`config.mk`:
```
export PLATFORM = sky130hd
export DESIGN_NAME = shift_deser_rx
export DESIGN_NICKNAME = d
export VERILOG_FILES = /design/src/rtl/shift_deser_rx.sv
export SDC_FILE = /design/constraint.sdc
export NUM_CORES = 1
export LEC_CHECK = 0
export ABC_AREA = 1
export CAP_MARGIN = 5
export CORE_UTILIZATION = 50
export CTS_BUF_LIST = sky130_fd_sc_hd__clkbuf_8
export CTS_CLUSTER_DIAMETER = 150
export DETAILED_ROUTE_END_ITERATION = 8
export PLACE_DENSITY_LB_ADDON = 0.1
export SKIP_LAST_GASP = 1
export SYNTH_ARGS = -nofsm -noshare
export SYNTH_HDL_FRONTEND = slang
export SYNTH_SLANG_ARGS = --single-unit
export TNS_END_PERCENT = 20
```
`constraint.sdc`:
```
create_clock -name clk -period 1.5 [get_ports clk]
set_input_delay 0.3 -clock clk [delete_from_list [all_inputs] [get_ports clk]]
set_output_delay 0.3 -clock clk [all_outputs]
set_load 0.03 [all_outputs]
```
`src/rtl/shift_deser_rx.sv`:
```
// Serial-to-parallel receiver: assembles framed W-bit words from a 1-bit stream into a valid/ready output register.
// Optional feature macro: PARITY_CHECK_EN (adds a trailing even-parity bit per frame and the parity_err output).
module shift_deser_rx #(
  parameter int W         = 8,
  parameter bit LSB_FIRST = 1'b0
) (
  input  logic         clk,
  input  logic         rst,
  input  logic         sin_valid,
  input  logic         sin,
  input  logic         sin_start,
  output logic [W-1:0] m_data,
  output logic         m_valid,
  input  logic         m_ready,
  output logic         busy,
  output logic         overrun,
  output logic         resync
`ifdef PARITY_CHECK_EN
  ,
  output logic         parity_err
`endif
);

  localparam int CW = $clog2(W + 1);

`ifdef PARITY_CHECK_EN
  typedef enum logic [1:0] {S_IDLE, S_SHIFT, S_PARITY} state_t;
`else
  typedef enum logic [1:0] {S_IDLE, S_SHIFT} state_t;
`endif

  state_t          r_state, w_state_nxt;
  logic [W-1:0]    r_sr, w_sr_nxt, w_shifted, w_word;
  logic [CW-1:0]   r_cnt, w_cnt_nxt;
  logic            w_done, w_resync, w_perr, w_load;

  assign w_shifted = LSB_FIRST ? {sin, r_sr[W-1:1]} : {r_sr[W-2:0], sin};

  // NOTE: every signal written here gets a default first, so no path can leave it unassigned (no latches).
  always_comb begin
    w_state_nxt = r_state;
    w_sr_nxt    = r_sr;
    w_cnt_nxt   = r_cnt;
    w_done      = 1'b0;
    w_resync    = 1'b0;
    w_perr      = 1'b0;
    w_word      = w_shifted;
    unique case (r_state)
      S_IDLE: begin
        if (sin_valid && sin_start) begin
          w_state_nxt = S_SHIFT;
          w_sr_nxt    = w_shifted;
          w_cnt_nxt   = CW'(1);
        end
      end
      S_SHIFT: begin
        if (sin_valid) begin
          w_sr_nxt = w_shifted;
          if (sin_start) begin
            w_resync  = 1'b1;
            w_cnt_nxt = CW'(1);
          end else if (r_cnt == CW'(W - 1)) begin
`ifdef PARITY_CHECK_EN
            w_state_nxt = S_PARITY;
            w_cnt_nxt   = CW'(W);
`else
            w_done      = 1'b1;
            w_state_nxt = S_IDLE;
            w_cnt_nxt   = '0;
`endif
          end else begin
            w_cnt_nxt = r_cnt + CW'(1);
          end
        end
      end
`ifdef PARITY_CHECK_EN
      S_PARITY: begin
        if (sin_valid) begin
          if (sin_start) begin
            w_resync    = 1'b1;
            w_sr_nxt    = w_shifted;
            w_cnt_nxt   = CW'(1);
            w_state_nxt = S_SHIFT;
          end else begin
            // Even parity: odd population over data plus parity bit is an error.
            w_done      = 1'b1;
            w_word      = r_sr;
            w_perr      = ^{r_sr, sin};
            w_cnt_nxt   = '0;
            w_state_nxt = S_IDLE;
          end
        end
      end
`endif
      default: w_state_nxt = S_IDLE;
    endcase
  end

  // A finished word may enter the output register only if it is empty or being drained this cycle.
  assign w_load = w_done && (!m_valid || m_ready);
  assign busy   = (r_state != S_IDLE);

  // NOTE: sequential state uses non-blocking assignments so all registers update from pre-edge values.
  always_ff @(posedge clk or posedge rst) begin
    if (rst) begin
      r_state    <= S_IDLE;
      r_sr       <= '0;
      r_cnt      <= '0;
      m_data     <= '0;
      m_valid    <= 1'b0;
      overrun    <= 1'b0;
      resync     <= 1'b0;
`ifdef PARITY_CHECK_EN
      parity_err <= 1'b0;
`endif
    end else begin
      r_state <= w_state_nxt;
      r_sr    <= w_sr_nxt;
      r_cnt   <= w_cnt_nxt;
      overrun <= w_done && !w_load;
      resync  <= w_resync;
      if (w_load) begin
        m_data     <= w_word;
        m_valid    <= 1'b1;
`ifdef PARITY_CHECK_EN
        parity_err <= w_perr;
`endif
      end else if (m_ready) begin
        m_valid <= 1'b0;
      end
    end
  end

endmodule

```
==> results of run 1 <==
==> layout make-up <==
class                      instances  area [um2]
clock inverter                     1        3.75
tap                               25        31.3
sequential                        23         576
multi-input combinational         76         392
clock buffer                       3        41.3
timing repair buffer              31         278
fill                             136         452
inverter                           7        28.8
==> synth_stat cells, drive strengths merged <==
library cell   n  area, um2
nand2         51        209
dfrtp         23        576
nand4          9       56.3
inv            7       28.8
nand3          5       37.5
nor2           5       42.5
o21ai          3       15.0
buf            2       15.0
ha             1       12.5
nor3           1       10.0
xnor2          1       8.76
==> routing by layer <==
metal | global-route usage | vias to the layer above | routed length, um
met1 | 0.301 | 389 | 981
li1 | - | 415 | -
met4 | 0.120 | 0 | 44
met5 | 0 | - | 0
met3 | 0.0346 | 5 | 51
met2 | 0.350 | 13 | 979
==> stage by stage <==
| step | cells | util | setup WS (ps) | setup TNS (ps) | cell area [um2] |
|---|---|---|---|---|---|
| after CTS | 166 | 0.747 | -93.0 | -811 | 1350 |
| after global placement | 162 | 0.723 | -6.03 | -17.1 | 1300 |
| after global routing | 166 | 0.749 | -117 | -891 | 1350 |
| after floorplan | 108 | - | 285 | 0 | 1010 |
| final | 166 | 0.749 | -89.2 | -596 | 1350 |
| after detailed placement | 162 | 0.723 | -38.6 | -223 | 1300 |
==> power by group through the flow <==
stage	clock network [W]	logic, W	registers, W
after CTS	0.000379	0.000277	0.000742
after global routing	0.000398	0.000304	0.000750
after global placement	0	0.000268	0.000753
final	0.000372	0.000276	0.000743
after detailed placement	0	0.000277	0.000755
after floorplan	0	0.000116	0.000785
==> cell usage in the layout (no fill, tap or decap), drive strengths merged, types with 3 or more instances in the layout <==
cell type	instances
nor2	5
clkbuf	3
clkdlybuf4s50	13
o21ai	3
inv	8
nand4	9
dfrtp	23
buf	14
nand2	51
nand3	5
==> state kept, by name (all words and copies together), names as in the netlist <==
register	cells
r_state	1
m_valid	1
m_data	8
r_sr	7
resync	1
overrun	1
r_cnt	4
==> logic make-up (layout without fill, tap and decap cells) <==
| kind of cell | count (synthesis) | in the layout | synth area share |
|---|---|---|---|
| adder cells (fa/ha/maj) | 1 | 1 | 0.0124 |
| XOR/XNOR | 1 | 1 | 0.00866 |
| flip-flops | 23 | 23 | 0.569 |
| AO/OA/AOI/OAI | 3 | 3 | 0.0148 |
| AND/OR/NAND/NOR | 71 | 71 | 0.351 |
| buffers and inverters | 9 | 42 | 0.0433 |
==> path summary, 6_finish.rpt <==
| check | from | end | slack (ps) | cells after the start |
|---|---|---|---|---|
| max in group asynchronous | rst | r_sr[4]$_DFFE_PP0P_ | 900 | 3 |
| worst max register to register | r_cnt[1]$_DFFE_PP0P_ | m_data[0]$_DFFE_PP0P_ | 130 | 6 |
| min in group clk | m_data[5]$_DFFE_PP0P_ | m_data[5]$_DFFE_PP0P_ | 470 | 2 |
| worst min-delay path | rst | m_data[4]$_DFFE_PP0P_ | 370 | 3 |
| worst max-delay path | m_data[4]$_DFFE_PP0P_ | m_data[4] | -90 | 1 |
| worst min register to register | m_data[5]$_DFFE_PP0P_ | m_data[5]$_DFFE_PP0P_ | 470 | 2 |
==> tightest hold or removal path: stages <==
cell and delay [ps]:
clkdlybuf4s50_1 390, inv_1 50, buf_4 290
==> timing repair <==
item                                    4_1_cts  5_1_grt
resized for setup                             2        2
hold buffers                                  0        0
endpoints found under the setup margin       12       12
==> impl_metrics.yaml, run 1 <==
placement:
  globalplace.congestion: 0.789
  dp.final_hpwl_um: 1530
  io_buffers: 17
floorplan:
  start_util: 0.561
  rows: 15
  core-area_um2: 1800
  dieArea_um2: 2210
  die_w_um: 47.0
  ios: 18
  die_y_um: 47.0
clock_network:
  cts_tree: "done"
  cts_made_buffers: 3
  insertion_delay_ps: 260
  htree_levels: 1
  cts_buffer_depth: 2
  clk_pin_slew_worst_paths_ps: 80
  post_cts_buffers: 0
  cts.sinks: 23
  cts_root_buffer: "clkbuf_8"
synthesis:
  avgSynthCellArea_um2: 9.36
  ys_ff_latch: 23
  synth_warnings: 0
  syn_inst: 108
  synth_sequential_area_ratio: 0.569
  synth_cell_type_count: 19
  synthesis.nets: 115
  syn_area_um2: 1010
worst_setup_path:
  path_max_fanout: 2
  critical_path.slowest_cell: "clkdlybuf4s50_1"
  worstSetupEndpointType: "output port"
  required_ps: 1200
  crit_family: "buffers and inverters"
  worstPathBufferInverterCount: 1
  crit_arrival_ps: 1290
  worstPathCellList: "clkdlybuf4s50_1"
  crit_type: "flop to output port"
  max_stage_delay_ps: 670
  start_kind: "flop"
power:
  power_density_nw_per_um2: 1030
  seqPwrFrac: 0.534
  p_total_w: 0.00139
  power.leakage_nw: 0.739
  p_switching_w: 0.000400
  internal_power_w: 0.000991
  comb_power_share: 0.198
  switching_share: 0.287
  p_clk_frac: 0.268
  ir_worst_vdd_mv: 0.818
cells_and_area:
  antenna-diode-count: 0
  syn_to_final_growth_pct: 33.5
  nets: 149
  drive_above_1_share: 0.191
timing:
  slew_headroom: 0.790
  fin_ws_ps: -89.2
  setup_viol: 8
  period_share: 1.06
  finalHoldViolations: 0
  fmax_ghz: 0.629
  whs_ps: 375
  fin_crit_ps: 1590
  tightest_slew_ps: 314
  rsz0062_at_grt: "true"
  skew_ps: 1.96
  slew_violations: 0
detailed_routing:
  vias: 822
  drt-initial-drc-count: 23
  drc: 0
  wirelength_um: 2060
  firstDrtPassIters: 4
  drtAntennaViolNets: 0
  wl_per_cell_um: 12.4
  viasPerCell: 4.95
global_routing:
  grt_usage: 0.224
  grt_pass1_vias: 785
  overflow: 0
  grt_max_degree: 24
  grt_pass1_wl_um: 3360
  antenna_found_initial: 0
status:
  violations: "setup timing"
  status: "finished, violations left"
worst_hold_path:
  hold_path.class: "input pin to async pin"
run:
  cap_violations: 0
Power figures use the tool's default switching activity.
==> inputs of run 2 (changes only) <==
--- a/config.mk
+++ b/config.mk
@@ -9,8 +9,9 @@
 export CAP_MARGIN = 5
 export CORE_UTILIZATION = 50
 export CTS_BUF_LIST = sky130_fd_sc_hd__clkbuf_8
-export CTS_CLUSTER_DIAMETER = 150
+export CTS_CLUSTER_DIAMETER = 30
 export DETAILED_ROUTE_END_ITERATION = 8
+export MAX_ROUTING_LAYER = met4
 export PLACE_DENSITY_LB_ADDON = 0.1
 export SKIP_LAST_GASP = 1
 export SYNTH_ARGS = -nofsm -noshare
==> run 2 against run 1 <==
  * Sequential power about the same
  * Maximum frequency about the same
  * Highest routed layer unchanged
  * Sequential share of layout area unchanged
  * The run still ends with setup timing left
  * Critical endpoint unchanged
  * Critical path depth unchanged
  * Hold slack got worse by 1.0 ps
==> impl_metrics.yaml, run 2 (synthesized netlist as in run 1, its figures left out) <==
detailed_routing:
  vias: 821
  firstDrtPassIters: 4
  viasPerCell: 4.95
  drc: 0
  wl_per_cell_um: 12.4
  drtAntennaViolNets: 0
  wirelength_um: 2060
  drt-initial-drc-count: 23
worst_setup_path:
  required_ps: 1200
  crit_arrival_ps: 1290
  reg2reg_from: "r_cnt[1]$_DFFE_PP0P_"
  crit_family: "buffers and inverters"
  worstPathBufferInverterCount: 1
  start_kind: "flop"
  path_max_fanout: 2
  worstSetupEndpointType: "output port"
  critical_path.slowest_cell: "clkdlybuf4s50_1"
  startpoint: "m_data[4]$_DFFE_PP0P_"
  max_stage_delay_ps: 670
  crit_type: "flop to output port"
  worstPathCellList: "clkdlybuf4s50_1"
power:
  switching_share: 0.288
  power.leakage_nw: 0.739
  power_density_nw_per_um2: 1030
  p_switching_w: 0.000401
  seqPwrFrac: 0.534
  p_clk_frac: 0.268
  ir_worst_vdd_mv: 0.818
  comb_power_share: 0.198
  internal_power_w: 0.000991
cells_and_area:
  drive_above_1_share: 0.191
  largest_reg_flops: 8
  stdcell_area_um2: 1350
  mostFrequentLayoutCells: "nand2_1, dfrtp_1, buf_4, clkdlybuf4s50_1, nand4_1"
  antenna-diode-count: 0
  nets: 149
  top_register: "m_data"
  nFillCells: 136
  layout_commonest_cell: "nand2_1"
  syn_to_final_growth_pct: 33.5
  top_regs: "m_data: 8 flops, r_sr: 7 flops, r_cnt: 4 flops"
  multi_input_area_um2: 392
  final-seq-area_um2: 576
run:
  cap_violations: 0
clock_network:
  cts_made_buffers: 3
  clk_pin_slew_worst_paths_ps: 80
  htree_levels: 1
  cts_tree: "done"
  cts_buffer_depth: 2
  cts_root_buffer: "clkbuf_8"
  cts.sinks: 23
  insertion_delay_ps: 260
global_routing:
  antenna_found_initial: 0
  grt_usage: 0.231
  overflow: 0
  grt_pass1_wl_um: 3360
  grt_pass1_vias: 786
  grt_max_degree: 24
floorplan:
  dieArea_um2: 2210
  die_y_um: 47.0
  core-area_um2: 1800
  die_w_um: 47.0
  start_util: 0.561
  ios: 18
  rows: 15
timing:
  skew_ps: 1.97
  fmax_ghz: 0.629
  rsz0062_at_grt: "true"
  whs_ps: 374
  fin_ws_ps: -90.3
  setup_viol: 8
  period_share: 1.06
  slew_violations: 0
  finalHoldViolations: 0
  tightest_slew_ps: 314
  slew_headroom: 0.790
  fin_crit_ps: 1590
placement:
  placed_cell_area_um2: 1300
  globalplace.congestion: 0.800
  io_buffers: 17
  dp.final_hpwl_um: 1530
worst_hold_path:
  hold_path.class: "input pin to async pin"
status:
  status: "finished, violations left"
  violations: "setup timing"
-- run 2: final timing paths --
kind,to,slack [ps],cells past startpoint
hold reg to reg,m_data[5]$_DFFE_PP0P_,470,2
setup reg to reg,m_data[0]$_DFFE_PP0P_,130,6
max in group asynchronous,r_sr[4]$_DFFE_PP0P_,900,3
hold / removal,m_data[4]$_DFFE_PP0P_,370,3
min in group clk,m_data[5]$_DFFE_PP0P_,470,2
setup / recovery,m_data[4],-90,1
-- run 2: per-stage QoR --
stage	instances	utilization	TNS [ps]	setup slack, ps	total power, W
after floorplan	108	-	0	285	0.000902
after global placement	162	0.723	-17.1	-6.03	0.00102
after detailed placement	162	0.723	-223	-38.6	0.00103
after CTS	166	0.747	-811	-93.0	0.00140
after global routing	166	0.749	-891	-117	0.00145
final	166	0.749	-604	-90.3	0.00139
-- run 2: layout make-up --
| type | instances | share of cell area |
|---|---|---|
| Sequential cell | 23 | 0.426 |
| Multi-Input combinational cell | 76 | 0.290 |
| Timing Repair Buffer | 31 | 0.206 |
| Clock buffer | 3 | 0.0306 |
| Tap cell | 25 | 0.0232 |
| Inverter | 7 | 0.0213 |
| Clock inverter | 1 | 0.00278 |
-- run 2: timing repair --
action / 4_1_cts / 5_1_grt
hold buffers: 0 / 0
hold endpoints to repair: 0 / 0
gates cloned: 0 / 0
gates resized for setup: 2 / 2
endpoints found under the setup margin: 12 / 12
buffers inserted: 0 / 0
-- run 2: layer usage --
metal / up-vias / wire length (um) / track usage
met1: 389 / 983 / 0.301
li1: 415 / - / -
met4: 0 / 41 / 0.120
met5: - / 0 / -
met2: 13 / 979 / 0.350
met3: 4 / 56 / 0.0346
-- run 2: power groups by stage --
stage               logic (W)  registers (W)  clock network (W)
floorplan            0.000116       0.000785                  0
global placement     0.000268       0.000753                  0
detailed placement   0.000277       0.000755                  0
CTS                  0.000277       0.000742           0.000379
global route         0.000304       0.000750           0.000398
finish               0.000276       0.000743           0.000373
